**src/rtl/gmii_probe_rx.sv**
```systemverilog
// gmii_probe_rx: GMII receive-side checker for latency-probe frames.
// It finds the preamble and SFD, counts frame bytes and checks the FCS residue.
// It also pulls the magic word and timestamp out of the frame.
// For a good probe it reports latency = timer at stamp arrival - embedded stamp.
module gmii_probe_rx #(
  parameter logic [31:0] MAGIC     = 32'hDEADBEEF,
  parameter int          MAGIC_OFS = 42,
  parameter int          STAMP_OFS = 46,
  parameter int          MIN_LEN   = 64,
  parameter int          MAX_LEN   = 1518
) (
  input  logic        clock,
  input  logic        reset_n,
  input  logic        rx_dv,
  input  logic [7:0]  rx_data,
  input  logic [31:0] timer,
  output logic [31:0] latency,
  output logic        lat_valid,
  output logic [15:0] good_cnt,
  output logic [15:0] crc_err_cnt,
  output logic [15:0] len_err_cnt
);

  localparam logic [15:0] MAGIC_LO = 16'(MAGIC_OFS);
  localparam logic [15:0] MAGIC_HI = 16'(MAGIC_OFS + 3);
  localparam logic [15:0] STAMP_LO = 16'(STAMP_OFS);
  localparam logic [15:0] STAMP_HI = 16'(STAMP_OFS + 3);
  localparam logic [15:0] MIN_CNT  = 16'(MIN_LEN);
  localparam logic [15:0] MAX_CNT  = 16'(MAX_LEN);
  localparam logic [31:0] RESIDUE  = 32'hDEBB20E3;

  typedef enum logic [1:0] {
    IDLE = 2'd0,
    PRE  = 2'd1,
    DATA = 2'd2,
    DROP = 2'd3
  } state_t;

  state_t      state;
  state_t      next_state;
  logic        dv_d;
  logic [2:0]  pre_cnt;
  logic [15:0] byte_cnt;
  logic [31:0] crc;
  logic [31:0] magic_word;
  logic [31:0] stamp;
  logic [31:0] t_arr;

  logic        frame_start;
  logic        byte_accept;
  logic        frame_end;
  logic        too_long;
  logic        pre_inc;

  // Reflected CRC-32 (poly 04C11DB7), one byte per call, LSB first.
  function automatic logic [31:0] crc_next(input logic [31:0] crc_in, input logic [7:0] data);
    logic [31:0] c;
    c = crc_in ^ {24'd0, data};
    for (int i = 0; i < 8; i++) begin
      c = c[0] ? ((c >> 1) ^ 32'hEDB88320) : (c >> 1);
    end
    return c;
  endfunction

  // State register. Only a rising edge of rx_dv can start a frame.
  always_ff @(posedge clock or negedge reset_n) begin
    if (!reset_n) begin
      state <= IDLE;
    end else begin
      state <= next_state;
    end
  end

  // Next-state decode. It also decodes the per-cycle datapath strobes.
  always_comb begin
    next_state  = state;
    frame_start = 1'b0;
    byte_accept = 1'b0;
    frame_end   = 1'b0;
    too_long    = 1'b0;
    pre_inc     = 1'b0;
    case (state)
      IDLE: begin
        if (rx_dv && !dv_d) begin
          next_state = (rx_data == 8'h55) ? PRE : DROP;
        end
      end
      PRE: begin
        if (!rx_dv) begin
          next_state = IDLE;
        end else if (rx_data == 8'h55) begin
          if (pre_cnt == 3'd7) begin
            next_state = DROP;
          end else begin
            pre_inc = 1'b1;
          end
        end else if (rx_data == 8'hD5) begin
          next_state  = DATA;
          frame_start = 1'b1;
        end else begin
          next_state = DROP;
        end
      end
      DATA: begin
        if (!rx_dv) begin
          next_state = IDLE;
          frame_end  = 1'b1;
        end else begin
          byte_accept = 1'b1;
          if (byte_cnt == MAX_CNT) begin
            too_long   = 1'b1;
            next_state = DROP;
          end
        end
      end
      DROP: begin
        if (!rx_dv) begin
          next_state = IDLE;
        end
      end
      default: next_state = IDLE;
    endcase
  end

  // Frame datapath: CRC, byte count, field capture, evaluation and counters.
  always_ff @(posedge clock or negedge reset_n) begin
    if (!reset_n) begin
      dv_d        <= 1'b1;
      pre_cnt     <= 3'd1;
      byte_cnt    <= 16'd0;
      crc         <= 32'hFFFFFFFF;
      magic_word  <= 32'd0;
      stamp       <= 32'd0;
      t_arr       <= 32'd0;
      latency     <= 32'd0;
      lat_valid   <= 1'b0;
      good_cnt    <= 16'd0;
      crc_err_cnt <= 16'd0;
      len_err_cnt <= 16'd0;
    end else begin
      dv_d      <= rx_dv;
      lat_valid <= 1'b0;

      if (state == IDLE) begin
        pre_cnt <= 3'd1;
      end else if (pre_inc) begin
        pre_cnt <= pre_cnt + 3'd1;
      end

      if (frame_start) begin
        byte_cnt   <= 16'd0;
        crc        <= 32'hFFFFFFFF;
        magic_word <= 32'd0;
        stamp      <= 32'd0;
      end

      if (byte_accept) begin
        crc      <= crc_next(crc, rx_data);
        byte_cnt <= byte_cnt + 16'd1;
        if (byte_cnt >= MAGIC_LO && byte_cnt <= MAGIC_HI) begin
          magic_word <= {magic_word[23:0], rx_data};
        end
        if (byte_cnt >= STAMP_LO && byte_cnt <= STAMP_HI) begin
          stamp <= {stamp[23:0], rx_data};
        end
        if (byte_cnt == STAMP_HI) begin
          t_arr <= timer;
        end
      end

      if (too_long) begin
        len_err_cnt <= len_err_cnt + 16'd1;
      end

      if (frame_end) begin
        if (byte_cnt < MIN_CNT) begin
          len_err_cnt <= len_err_cnt + 16'd1;
        end else if (crc != RESIDUE) begin
          crc_err_cnt <= crc_err_cnt + 16'd1;
        end else begin
          good_cnt <= good_cnt + 16'd1;
          if (magic_word == MAGIC) begin
            latency   <= t_arr - stamp;
            lat_valid <= 1'b1;
          end
        end
      end
    end
  end

endmodule

```
**config.mk**
```make
export PLATFORM = sky130hd
export DESIGN_NAME = gmii_probe_rx
export DESIGN_NICKNAME = d
export VERILOG_FILES = /design/src/rtl/gmii_probe_rx.sv
export SDC_FILE = /design/constraint.sdc
export NUM_CORES = 1
export LEC_CHECK = 0
export ABC_AREA = 1
export ABC_CLOCK_PERIOD_IN_PS = 3100
export BUFFER_PORTS_ARGS = -buffer_cell sky130_fd_sc_hd__buf_4
export CAP_MARGIN = 20
export CORE_MARGIN = 1.5
export CORE_UTILIZATION = 60
export DETAILED_ROUTE_END_ITERATION = 16
export MAX_ROUTING_LAYER = met4
export PLACE_DENSITY = 0.8
export SLEW_MARGIN = 20
export SYNTH_ARGS = -nofsm -noshare
export SYNTH_HDL_FRONTEND = slang
export SYNTH_SLANG_ARGS = --single-unit
```
**constraint.sdc**
```tcl
create_clock -name clock -period 3.1 [get_ports clock]
set_input_delay 0.62 -clock clock [delete_from_list [all_inputs] [get_ports clock]]
set_output_delay 0.62 -clock clock [all_outputs]
set_load 0.03 [all_outputs]
```
==> out/results.ini, run 1 <==
[power]
power.leakage_nw=8.89
swShare_pct=43.2
seq_power_share_pct=32.5
peakVddDrop_mv=0.591
p_comb_share_pct=44.3
p_sw_w=0.00559
pwr-share-clk_pct=23.2
p_int_w=0.00734
power.density_mw_per_mm2=786

[sta]
maxSlewViolCount=0
rsz0062_at_grt=false
setup_ws_ns=0.586
fin_crit_sh_pct=81.1
setup_viol=0
period_needed_ns=2.51
tns_ns=0
fmax_ghz=0.398
relSlewSlack_pct=47.0
hold_ws_ns=0.0876
worst_slew_pin_slew_ns=0.795
finalHoldViolCount=0
skew_ns=0.0149

[floorplanning]
die_height_um=158
core-area_mm2=0.0235
die_area_mm2=0.0251
initial_core_util_pct=61.5
pin_count=124
rows=56
die_w_um=158

[cts]
clkLatencyLatePin_ns=0.53
post-cts-setup-buffers=0
h-tree-depth=1
cts_buffers=25
ctsHoldBuffers=0
cts_sinks=231
cts.repair.resized=0
clkTransAtPathRegs_ns=0.07
clockRootBuffer=clkbuf_16
clockBufferDepth=3
cts_tree=yes

[placed_design]
hpwl_um=26800
port_buffers=123
preCtsSetupSlack_ns=0.634
gp_congestion=0.951

[final_layout]
multi_input_area_mm2=0.00713
area_growth_pct=13.7
finalNetCount=2177
n_fill_cell=2061
utilization_pct=69.9
drive_gt1_share_pct=13.7
diodes=0
seqCellArea_mm2=0.00582

[logic_synthesis]
synth_top_area_share_pct=34.1
synth-simple-area-share_pct=29.9
synth.net_count=2057
ys_top_cells_by_count=nand2_1 (657), inv_1 (323), dfrtp_1 (197), nand3_1 (142), nor2_1 (121)
synthXorXnorAreaFrac_pct=5.14
ys.flop_type=dfrtp_1
synth_area_mm2=0.0145
synth_mux_area_share_pct=2.56
synth-seq-cells=231
async_reset_ff_share_pct=100
synthAdderAreaFrac_pct=3.60
synth_edf_count=0
ys_warn_count=0
post-synth-top-count-cell=nand2_1
synth_top_area_cell=dfrtp_1
syn_avg_cell_area_um2=7.33
synth_compound_area_share_pct=8.00
synth_top_family_by_area=simple AND/OR/NAND/NOR gates
synth_area_leaders=dfrtp_1 (34%), nand2_1 (17%), inv_1 (8.4%)
synth_cells=1973
synth_cell_types=52
ys_seq_area_share_pct=40.2

[grt]
grt_pass1_vias=12000
grt_antenna_before_repair=0
grt_usage_pct=30.3
grt_max_degree=90
grt_overflow_total=0
grt_pass1_wl_um=58800

[routing]
vias=12800
ant_nets=0
via_per_inst=5.26
drt-pass1-iter-count=5
drt-total-wl_um=35800
drcViolationCount=0
drt_iter0_markers=946
route.detailed.wl_per_inst_um=14.7

[flow_run]
cap_violations=0

[min_path]
hp-class=input port to asynchronous set/reset pin

[critical_path]
startpoint_type=register
criticalPathCategory=register to register
cp.arrival_ns=2.93
worstPathMaxFanout=23
worst_setup_path_end_kind=register
required_ns=3.51

[status]
outcome=completed

[power groups by stage]
stage	logic (W)	registers (W)	clock network (W)
final	0.00573	0.00419	0.00300
after global routing	0.00648	0.00427	0.00316
after CTS	0.00571	0.00419	0.00304
after detailed placement	0.00566	0.00423	0
after global placement	0.00555	0.00421	0
after floorplan	0.00425	0.00421	0
[stage by stage]
step,total power [W],instances,instance area (um2)
after CTS,0.0129,2428,16500
after global routing,0.0139,2428,16500
after global placement,0.00976,2385,15600
after detailed placement,0.00990,2385,15600
after floorplan,0.00845,1973,14500
final,0.0129,2428,16500
[worst max-delay path, stage by stage (launching register included)]
cell and delay (ns):
dfstp_2 0.54, inv_1 0.05, nor3_1 0.17, nand4_1 0.24
nor2_1 0.21, nand3_1 0.12, nor2_2 0.38, inv_1 0.43
nand2_1 0.18, nand2_1 0.08
[worst paths after layout]
kind                                        end             from  slack, ns  cells past startpoint
worst max-delay path                latency[18]          crc[28]       0.59                      9
worst min-delay path                 latency[0]          reset_n       0.09                      1
worst max register to register      latency[18]          crc[28]       0.59                      9
worst min register to register  len_err_cnt[15]  len_err_cnt[15]       0.47                      1
max in group asynchronous               crc[26]          reset_n       2.19                      2
min in group clock                         dv_d            rx_dv       0.23                      1
[kinds of logic after synthesis]
kind of cell	count (synthesis)
XOR/XNOR	85
buffers and inverters	370
multiplexers	31
adder cells (fa/ha/maj)	41
flip-flops	231
AND/OR/NAND/NOR	1020
AO/OA/AOI/OAI	195
[flip-flops by register name (all words and copies together), names as in the netlist, 3 cells and up]
register     cells
t_arr           32
crc_err_cnt     16
pre_cnt          3
magic_word      32
latency         32
byte_cnt        16
stamp           32
len_err_cnt     16
crc             32
good_cnt        16
[layout make-up]
type,count,share of cell area [%]
Inverter,328,7.48
Timing Repair Buffer,135,6.43
Clock buffer,35,4.33
Clock inverter,8,0.608
Multi-Input combinational cell,1372,43.3
Sequential cell,231,35.4
Tap cell,319,2.43
[layout by cell type (no fill, tap or decap), drive strengths merged, types with 3 or more instances in the layout]
cell type	synthesis	routed
inv	328	330
nand4	32	32
ha	40	40
nor3	30	30
o21ai	132	132
nor4	3	3
nor2	129	129
o22ai	4	4
clkbuf	6	35
a31oi	3	3
dfstp	34	34
clkinv	0	3
a21oi	48	48
nand3b	7	7
xor2	52	52
nand3	145	145
xnor2	33	33
buf	36	135
o21bai	3	3
mux2	30	30
or2	7	7
nand2	664	664
dfrtp	197	197
[routing by layer]
metal  vias up  GRT usage (%)  share of wire, %
li1       6405              -                 -
met1      5940           40.0                45
met4         0           10.1               3.2
met2       352           49.6                47
met3        85           2.42               4.6
met5         -              -                 0
Note: power is estimated with default switching activity, not from simulation.
==> run 2, diff against run 1 <==
--- a/config.mk
+++ b/config.mk
@@ -6,7 +6,7 @@
 export NUM_CORES = 1
 export LEC_CHECK = 0
 export ABC_AREA = 1
-export ABC_CLOCK_PERIOD_IN_PS = 3100
+export ABC_CLOCK_PERIOD_IN_PS = 2400
 export BUFFER_PORTS_ARGS = -buffer_cell sky130_fd_sc_hd__buf_4
 export CAP_MARGIN = 20
 export CORE_MARGIN = 1.5
==> constraint.sdc (replaced) <==
create_clock -name clock -period 2.4 [get_ports clock]
set_input_delay 0.48 -clock clock [delete_from_list [all_inputs] [get_ports clock]]
set_output_delay 0.48 -clock clock [all_outputs]
set_load 0.03 [all_outputs]
==> out/results.ini, run 2 (synthesized netlist as in run 1, its figures left out) <==
[routing]
drt-pass1-iter-count=9
route.detailed.wl_per_inst_um=14.9
drcViolationCount=0
drt_iter0_markers=948
ant_nets=0
drt-total-wl_um=36600
via_per_inst=5.28
vias=12900

[final_layout]
multi_input_area_mm2=0.00714
final_cell_mix=nand2_1 (657), inv_1 (322), dfrtp_1 (197), nand3_1 (142), buf_4 (142)
area_growth_pct=15.5
drive_gt1_share_pct=14.7
diodes=0
final_area_mm2=0.0167
seqCellArea_mm2=0.00582
n_fill_cell=1971
finalNetCount=2195
final_common_cell=nand2_1

[critical_path]
cp_cell_sequence=nand2_1 -> nor3_1 -> nand2_1 -> nor2_1 -> nand3_1 -> nor2_4 -> clkinvlp_4 -> buf_4 -> nand2_1 -> nand2_1
startpoint_type=register
crit_path_max_incr_delay_ns=0.54
worst_setup_path_end_kind=register
path_depth=10
cp.arrival_ns=2.64
required_ns=2.82
crit_path_frequent_cell=nand2_1
crit_slowest_cell=dfstp_2
crit_family=simple AND/OR/NAND/NOR gates
crit_buf_inv=2
ff2ff_path_depth=10
criticalPathCategory=register to register
worstPathMaxFanout=12

[sta]
worst_slew_pin_slew_ns=0.609
fmax_ghz=0.450
maxSlewViolCount=0
relSlewSlack_pct=59.0
fin_crit_sh_pct=92.6
setup_viol=0
setup_ws_ns=0.178
finalHoldViolCount=0
skew_ns=0.0152
period_needed_ns=2.22

[floorplanning]
initial_core_util_pct=61.5
die_w_um=158
die_height_um=158
die_area_mm2=0.0251
pin_count=124
rows=56
core-area_mm2=0.0235

[placed_design]
hpwl_um=26700
gp_congestion=0.965
preCtsSetupSlack_ns=0.188
port_buffers=123
postPlaceCellArea_mm2=0.0158

[cts]
cts_tree=yes
clockRootBuffer=clkbuf_16
h-tree-depth=1
clkLatencyLatePin_ns=0.54
clkTransAtPathRegs_ns=0.06
cts_buffers=26
cts_sinks=231
clockBufferDepth=3

[min_path]
hp-class=input port to register
whs_path_depth=1

[power]
totalPowerFinal_w=0.0171
power.leakage_nw=9.03
peakVddDrop_mv=0.665
power.density_mw_per_mm2=1020

[grt]
grt_pass1_wl_um=60200
grt_usage_pct=30.8
grt_overflow_total=0
grt_pass1_vias=12400
grt_max_degree=72
grt_antenna_before_repair=0

[status]
outcome=completed

[flow_run]
cap_violations=0

## run 2: changes by cell type in the layout (fill, tap and decap cells not counted), moves of 2 or more
cell        delta
clkbuf_1       -2
clkinv_2       +2
buf_6          +2
clkbuf_8       +2
clkinvlp_4     +3
buf_12         +2
clkbuf_16      +2
buf_4         +11
## run 2: area by class of cell
class,instances,share of cell area [%]
Multi-Input combinational cell,1372,42.7
Sequential cell,231,34.9
Inverter,328,7.39
Timing Repair Buffer,151,7.26
Clock buffer,37,4.69
Tap cell,319,2.39
Clock inverter,10,0.652
Timing Repair inverter,1,0.0449
## run 2: power breakdown
part / leakage [nW] / internal (W) / switching, W
sequential: 3.02 / 0.00477 / 0.000646
combinational: 5.57 / 0.00254 / 0.00505
clock: 0.439 / 0.00248 / 0.00163
total: 9.03 / 0.00979 / 0.00733
## run 2: final timing paths
check,endpoint,start,slack (ns)
worst max register to register,latency[27],crc[13],0.18
min in group asynchronous,stamp[13],reset_n,0.42
worst min register to register,len_err_cnt[15],len_err_cnt[15],0.47
max in group asynchronous,t_arr[27],reset_n,1.23
worst max-delay path,latency[27],crc[13],0.18
worst min-delay path,dv_d,rx_dv,0.09
## run 2: worst reg2reg max path, delay by kind of cell (launching register included)
kind | cells | cell delay, ns
flip-flops | 1 | 0.54
buffers and inverters | 2 | 0.33
AND/OR/NAND/NOR | 8 | 1.24
## run 2: timing repair
action | CTS | global route
endpoints found under the setup margin | 0 | 25
hold endpoints to repair | 34 | 0
hold buffers | 1 | 0
gates resized for setup | 0 | 6
buffers inserted | 0 | 1
## run 2: layer usage
layer / global-route usage (%) / share of wire [%] / up-vias
met5: - / 0 / -
met4: 10.1 / 3.0 / 0
met3: 3.27 / 5.1 / 88
met2: 51.1 / 48 / 363
met1: 39.7 / 44 / 6038
li1: - / - / 6432
## run 2: through the flow
step | util [%] | hold WS [ns] | instances | setup TNS, ns
final | 71.0 | 0.0892 | 2449 | 0
after detailed placement | 67.0 | 0.371 | 2399 | 0
after global routing | 71.0 | 0.0711 | 2449 | -0.00659
after CTS | 70.8 | 0.0749 | 2447 | 0
after floorplan | - | 0.184 | 1973 | 0
after global placement | 67.0 | 0.375 | 2399 | 0
